==> config.mk <==
export PLATFORM = sky130hd
export DESIGN_NAME = uart_rx
export DESIGN_NICKNAME = d
export VERILOG_FILES = /design/src/rtl/uart_pkg.sv /design/src/rtl/uart_rx_parity_chk.sv /design/src/rtl/uart_rx.sv
export SDC_FILE = /design/constraint.sdc
export NUM_CORES = 1
export LEC_CHECK = 0
export BUFFER_PORTS_ARGS = -buffer_cell sky130_fd_sc_hd__buf_2
export CORE_ASPECT_RATIO = 1.25
export CORE_MARGIN = 8
export CORE_UTILIZATION = 50
export DETAILED_ROUTE_END_ITERATION = 8
export GPL_TIMING_DRIVEN = 0
export PLACE_DENSITY = 0.69
export SYNTH_ARGS = -nofsm -noshare
export SYNTH_HDL_FRONTEND = slang
export SYNTH_HIERARCHICAL = 1
export SYNTH_SLANG_ARGS = --single-unit
==> constraint.sdc <==
create_clock -name CLK_Baudin -period 2.62 [get_ports CLK_Baudin]
set_clock_uncertainty 0.2 [all_clocks]
set_input_delay 0.262 -clock CLK_Baudin [delete_from_list [all_inputs] [get_ports CLK_Baudin]]
set_output_delay 0.262 -clock CLK_Baudin [all_outputs]
set_load 0.05 [all_outputs]
==> src/rtl/uart_pkg.sv <==
// Shared definitions for the serial link (receiver side and transmitter side).
// Parity is even on both ends: the parity bit equals the XOR of the data bits.
package uart_pkg;

  typedef enum logic [2:0] {
    IDLE  = 3'd0,
    DATA  = 3'd1,
    GUARD = 3'd2,
    RESP  = 3'd3,
    STOP  = 3'd4
  } state_t;

  localparam int unsigned SIZE_DEFAULT = 32;

  localparam logic START_BIT = 1'b0;
  localparam logic STOP_BIT  = 1'b1;

endpackage

==> src/rtl/uart_rx_parity_chk.sv <==
// Running even-parity accumulator for the receiver. The accumulator is cleared
// on the start bit, folds in each data bit, and the compare output flags a
// mismatch between the accumulated parity and the bit currently on the line.
module uart_rx_parity_chk (
  input  logic CLK_Baudin,
  input  logic RstRx_n,
  input  logic clr,
  input  logic en,
  input  logic bit_in,
  output logic mismatch
);

  logic acc;

  // XOR accumulator with synchronous clear
  always_ff @(posedge CLK_Baudin or negedge RstRx_n) begin
    if (!RstRx_n) begin
      acc <= 1'b0;
    end else if (clr) begin
      acc <= 1'b0;
    end else if (en) begin
      acc <= acc ^ bit_in;
    end
  end

  assign mismatch = acc ^ bit_in;

endmodule

==> src/rtl/uart_rx.sv <==
// Serial receiver: start bit, `size` data bits LSB first, even parity, stop.
// A parity error raises Flag_out for two cycles so the transmitter resends;
// good words appear on DataOut with a one-cycle DoneRx pulse.
module uart_rx
  import uart_pkg::*;
#(
  parameter int unsigned size  = SIZE_DEFAULT,
  parameter int unsigned CNT_W = 8
) (
  input  logic             CLK_Baudin,
  input  logic             RstRx_n,
  input  logic             SerialIn,
  output logic [size-1:0]  DataOut,
  output logic             DoneRx,
  output logic             Flag_out,
  output logic             ParityErr,
  output logic             FrameErr,
  output logic             Busy,
  output logic [CNT_W-1:0] ErrCnt
);

  localparam int unsigned CTR_W = $clog2(size) + 1;
  localparam logic [CTR_W-1:0] PARITY_CNT = CTR_W'(size);

  state_t            state;
  logic [CTR_W-1:0]  bit_cnt;
  logic [size-1:0]   shift_q;
  logic              par_clr;
  logic              par_en;
  logic              par_mismatch;

  // The accumulator clears on the start bit and absorbs data bits only;
  // the parity sample itself is compared, never accumulated.
  assign par_clr = (state == IDLE) && (SerialIn == START_BIT);
  assign par_en  = (state == DATA) && (bit_cnt != PARITY_CNT);

  uart_rx_parity_chk u_parity_chk (
    .CLK_Baudin (CLK_Baudin),
    .RstRx_n    (RstRx_n),
    .clr        (par_clr),
    .en         (par_en),
    .bit_in     (SerialIn),
    .mismatch   (par_mismatch)
  );

  // Frame FSM with registered outputs; pulses default low every cycle
  always_ff @(posedge CLK_Baudin or negedge RstRx_n) begin
    if (!RstRx_n) begin
      state     <= IDLE;
      bit_cnt   <= '0;
      shift_q   <= '0;
      DataOut   <= '0;
      DoneRx    <= 1'b0;
      Flag_out  <= 1'b0;
      ParityErr <= 1'b0;
      FrameErr  <= 1'b0;
      Busy      <= 1'b0;
      ErrCnt    <= '0;
    end else begin
      DoneRx    <= 1'b0;
      ParityErr <= 1'b0;
      FrameErr  <= 1'b0;
      unique case (state)
        IDLE: begin
          if (SerialIn == START_BIT) begin
            state   <= DATA;
            bit_cnt <= '0;
            Busy    <= 1'b1;
          end
        end
        DATA: begin
          if (bit_cnt == PARITY_CNT) begin
            Flag_out  <= par_mismatch;
            ParityErr <= par_mismatch;
            state     <= GUARD;
          end else begin
            shift_q <= {SerialIn, shift_q[size-1:1]};
            bit_cnt <= bit_cnt + 1'b1;
          end
        end
        GUARD: begin
          // Transmitter holds the parity bit one extra cycle; line ignored
          state <= RESP;
        end
        RESP: begin
          // Flag_out still carries this frame's parity result
          if (Flag_out) begin
            Flag_out <= 1'b0;
            if (ErrCnt != '1) ErrCnt <= ErrCnt + 1'b1;
            state    <= IDLE;
            Busy     <= 1'b0;
          end else begin
            state <= STOP;
          end
        end
        STOP: begin
          if (SerialIn == STOP_BIT) begin
            DataOut <= shift_q;
            DoneRx  <= 1'b1;
          end else begin
            FrameErr <= 1'b1;
            if (ErrCnt != '1) ErrCnt <= ErrCnt + 1'b1;
          end
          state <= IDLE;
          Busy  <= 1'b0;
        end
        default: begin
          state <= IDLE;
          Busy  <= 1'b0;
        end
      endcase
    end
  end

endmodule
==> results_dict.tcl <==
set metrics [dict create \
    dieArea_mm2 0.0101 \
    via_per_inst 5.23 \
    period_minus_slack_ns 2.18 \
    fp.dieW_um 91.7 \
    syn_avg_cell_area_um2 14.4 \
    hold_viol_final 0 \
    synthXorXnorAreaFrac 0.0122 \
    start_util 0.516 \
    cp-startpoint "bit_cnt[0]" \
    criticalPathCategory "register to register" \
    fin_setup_tns_ns 0 \
    root_buffer "clkbuf_8" \
    rrSetupSlack_ns 0.44 \
    synthesis.area_mm2 0.00358 \
    endpoint "shift_q[30]" \
    synthSimpleGateAreaFrac 0.0713 \
    path_clk_slew_ns 0.09 \
    clk_latency_ns 0.35 \
    drc_errors 0 \
    cp_max_fo 10 \
    synth-seq-cells 87 \
    synthFlopType "dfrtp_1" \
    synth-compound-area-share 0.0486 \
    io_buffers 47 \
    r2r.worst_path.cells 7 \
    synth_nets 255 \
    rsz0062_at_grt "false" \
    fp.coreArea_mm2 0.00693 \
    dr.pass1.iters 4 \
    synth_area_leaders "dfrtp_1, mux2_2, mux2_4" \
    synth_commonest_cells "dfrtp_1, mux2_2, inv_1" \
    slowest_delay_ns 0.47 \
    fill_cells 540 \
    post-cts-setup-buffer-count 0 \
    antennaDiodeCount 0 \
    reg2reg_from "bit_cnt[0]" \
    critical_path.slowest_cell "or4_4" \
    clock.fmax_mhz 458 \
    yosys.area_share.adder 0.0105 \
    async_flop_share 1.00 \
    drv_slew 0 \
    synth_area_leader_cell "dfrtp_1" \
    synthCells 249 \
    hold_depth 2 \
    status "finished, final reports clean" \
    cellPowerDensity_mw_per_mm2 1030 \
    grt_pass1_wl_um 10700 \
    wl_um 6000 \
    ir_drop_mv 0.522 \
    layout.nets 315 \
    tightestPinTransition_ns 0.527 \
    dp_slack_ns 0.442 \
    critPathLaunchType "register" \
    gp_congestion 0.784 \
    crit_path_cell_trace "inv_1 -> ha_1 -> nand2_1 -> or4_4 -> nand2_4 -> buf_4 -> mux2_2" \
    finalSetupViolations 0 \
    initialDrtViolationCount 63 \
    relSlewSlack 0.647 \
    drive_above_1_share 0.473 \
    synth_edf_count 0 \
    synth.area.mux_share 0.217 \
    antenna_found_initial 0 \
    via_count 2109 \
    cts_buffer_depth 2 \
    cts-buffers-inserted 9 \
    synth_top_family_by_area "multiplexers" \
    grt_overflow 0 \
    cp.arrival_ns 2.22 \
    cap_viol_max_count 0 \
    fin_crit_sh 0.833 \
    synth_top_area_share 0.608 \
    cts_tree "done" \
    setup_ws_ns 0.438 \
    synth.most_common_cell "dfrtp_1" \
    rows 34 \
    grt_pass1_vias 2229 \
    area_growth_pct 16.9 \
    r2r_end "shift_q[30]" \
    cts_max_level 3 \
    yosysUniqueCellTypes 45 \
    track_usage 0.129 \
    antenna_left 0 \
    seq_area_frac_synth 0.608 \
    grt_max_degree 66 \
    cts.repair.resized 0 \
    endpoint_kind "register" \
    worstPathRequired_ns 2.65 \
    clkSinkCount 87 \
    drt-wirelength-per-cell_um 14.9 \
    yosys_warnings 6 \
    ios 48 \
    die_y_um 111 \
    min_path_type "input port to register" \
    static-leakage-power_uw 0.00209 \
    dp_hpwl_um 4190 \
]
registers in the layout (all words and copies together), names as in the netlist:
| signal | count |
|---|---|
| FrameErr | 1 |
| shift_q | 32 |
| DataOut | 32 |
| Busy | 1 |
| DoneRx | 1 |
| state | 3 |
| ErrCnt | 8 |
| bit_cnt | 6 |
| Flag_out | 1 |
| ParityErr | 1 |
| u_parity_chk/acc | 1 |
layout make-up:
cell class	count	area (um^2)	share of cell area
Inverter	10	42.5	0.0102
Timing Repair Buffer	49	275	0.0658
Sequential cell	87	2180	0.520
Multi-Input combinational cell	142	1290	0.308
Clock inverter	6	93.8	0.0224
Clock buffer	9	124	0.0296
Buffer	10	73.8	0.0176
Tap cell	90	113	0.0269
power breakdown:
group,switching [uW],internal [uW]
registers,285,1720
clock network,472,538
logic,635,657
metal layers:
metal  track usage  vias to the layer above  share of wire
met2         0.206                       40           0.49
li1              -                     1017              -
met4        0.0550                        0          0.013
met5             0                        -              0
met3        0.0407                        7          0.051
met1         0.157                     1045           0.45
metrics by stage:
stage	std cells	total power, uW	util	instance area (um^2)	hold WS (ns)
3_3_place_gp	386	3270	0.567	3930	0.285
3_5_place_dp	387	3340	0.571	3960	-0.0196
6_report	403	4300	0.604	4190	0.0291
2_1_floorplan	249	3020	-	3580	-0.234
4_1_cts	403	4360	0.604	4190	0.0114
5_1_grt	403	4580	0.604	4190	0.0342
cell usage in the layout (no fill, tap or decap), types with 3 or more instances in the layout:
cell	count
clkinvlp_4	3
nand4_1	4
nand3_1	5
a21oi_1	6
a31oi_1	4
xnor2_1	3
mux2_2	65
inv_1	9
buf_4	5
dfrtp_1	87
buf_2	50
o22ai_1	3
nand2_1	5
clkbuf_8	9
mux2_4	3
ha_1	3
nor2_1	8
critical path: cells and delay by family (launching register included):
kind                     cells  cell delay, ns
AND/OR/NAND/NOR              3            0.66
flip-flops                   1            0.43
multiplexers                 1            0.36
buffers and inverters        2            0.28
adder cells (fa/ha/maj)      1            0.14
logic make-up after synthesis:
group,Yosys count
DFF,87
AOI/OAI and AO/OA,26
muxes,68
adders and majority gates,3
buffers and inverters,20
xor gates and xnor gates,5
and+or+nand+nor,40
worst min-delay path by stage:
stage / startpoint / endpoint / slack (ns)
finish: SerialIn / FrameErr / 0.03
global placement: DataOut[6] / DataOut[6] / 0.29
global route: SerialIn / FrameErr / 0.03
CTS: SerialIn / FrameErr / 0.01
floorplan: RstRx_n / Busy / -0.23
detailed placement: RstRx_n / DataOut[0] / -0.02
timing repair:
| action | in CTS | in global routing |
|---|---|---|
| hold buffers | 1 | 0 |
| endpoints found under the setup margin | 0 | 0 |
| endpoints found under the hold margin | 87 | 0 |
No activity file was read; power rests on OpenSTA's default activity.
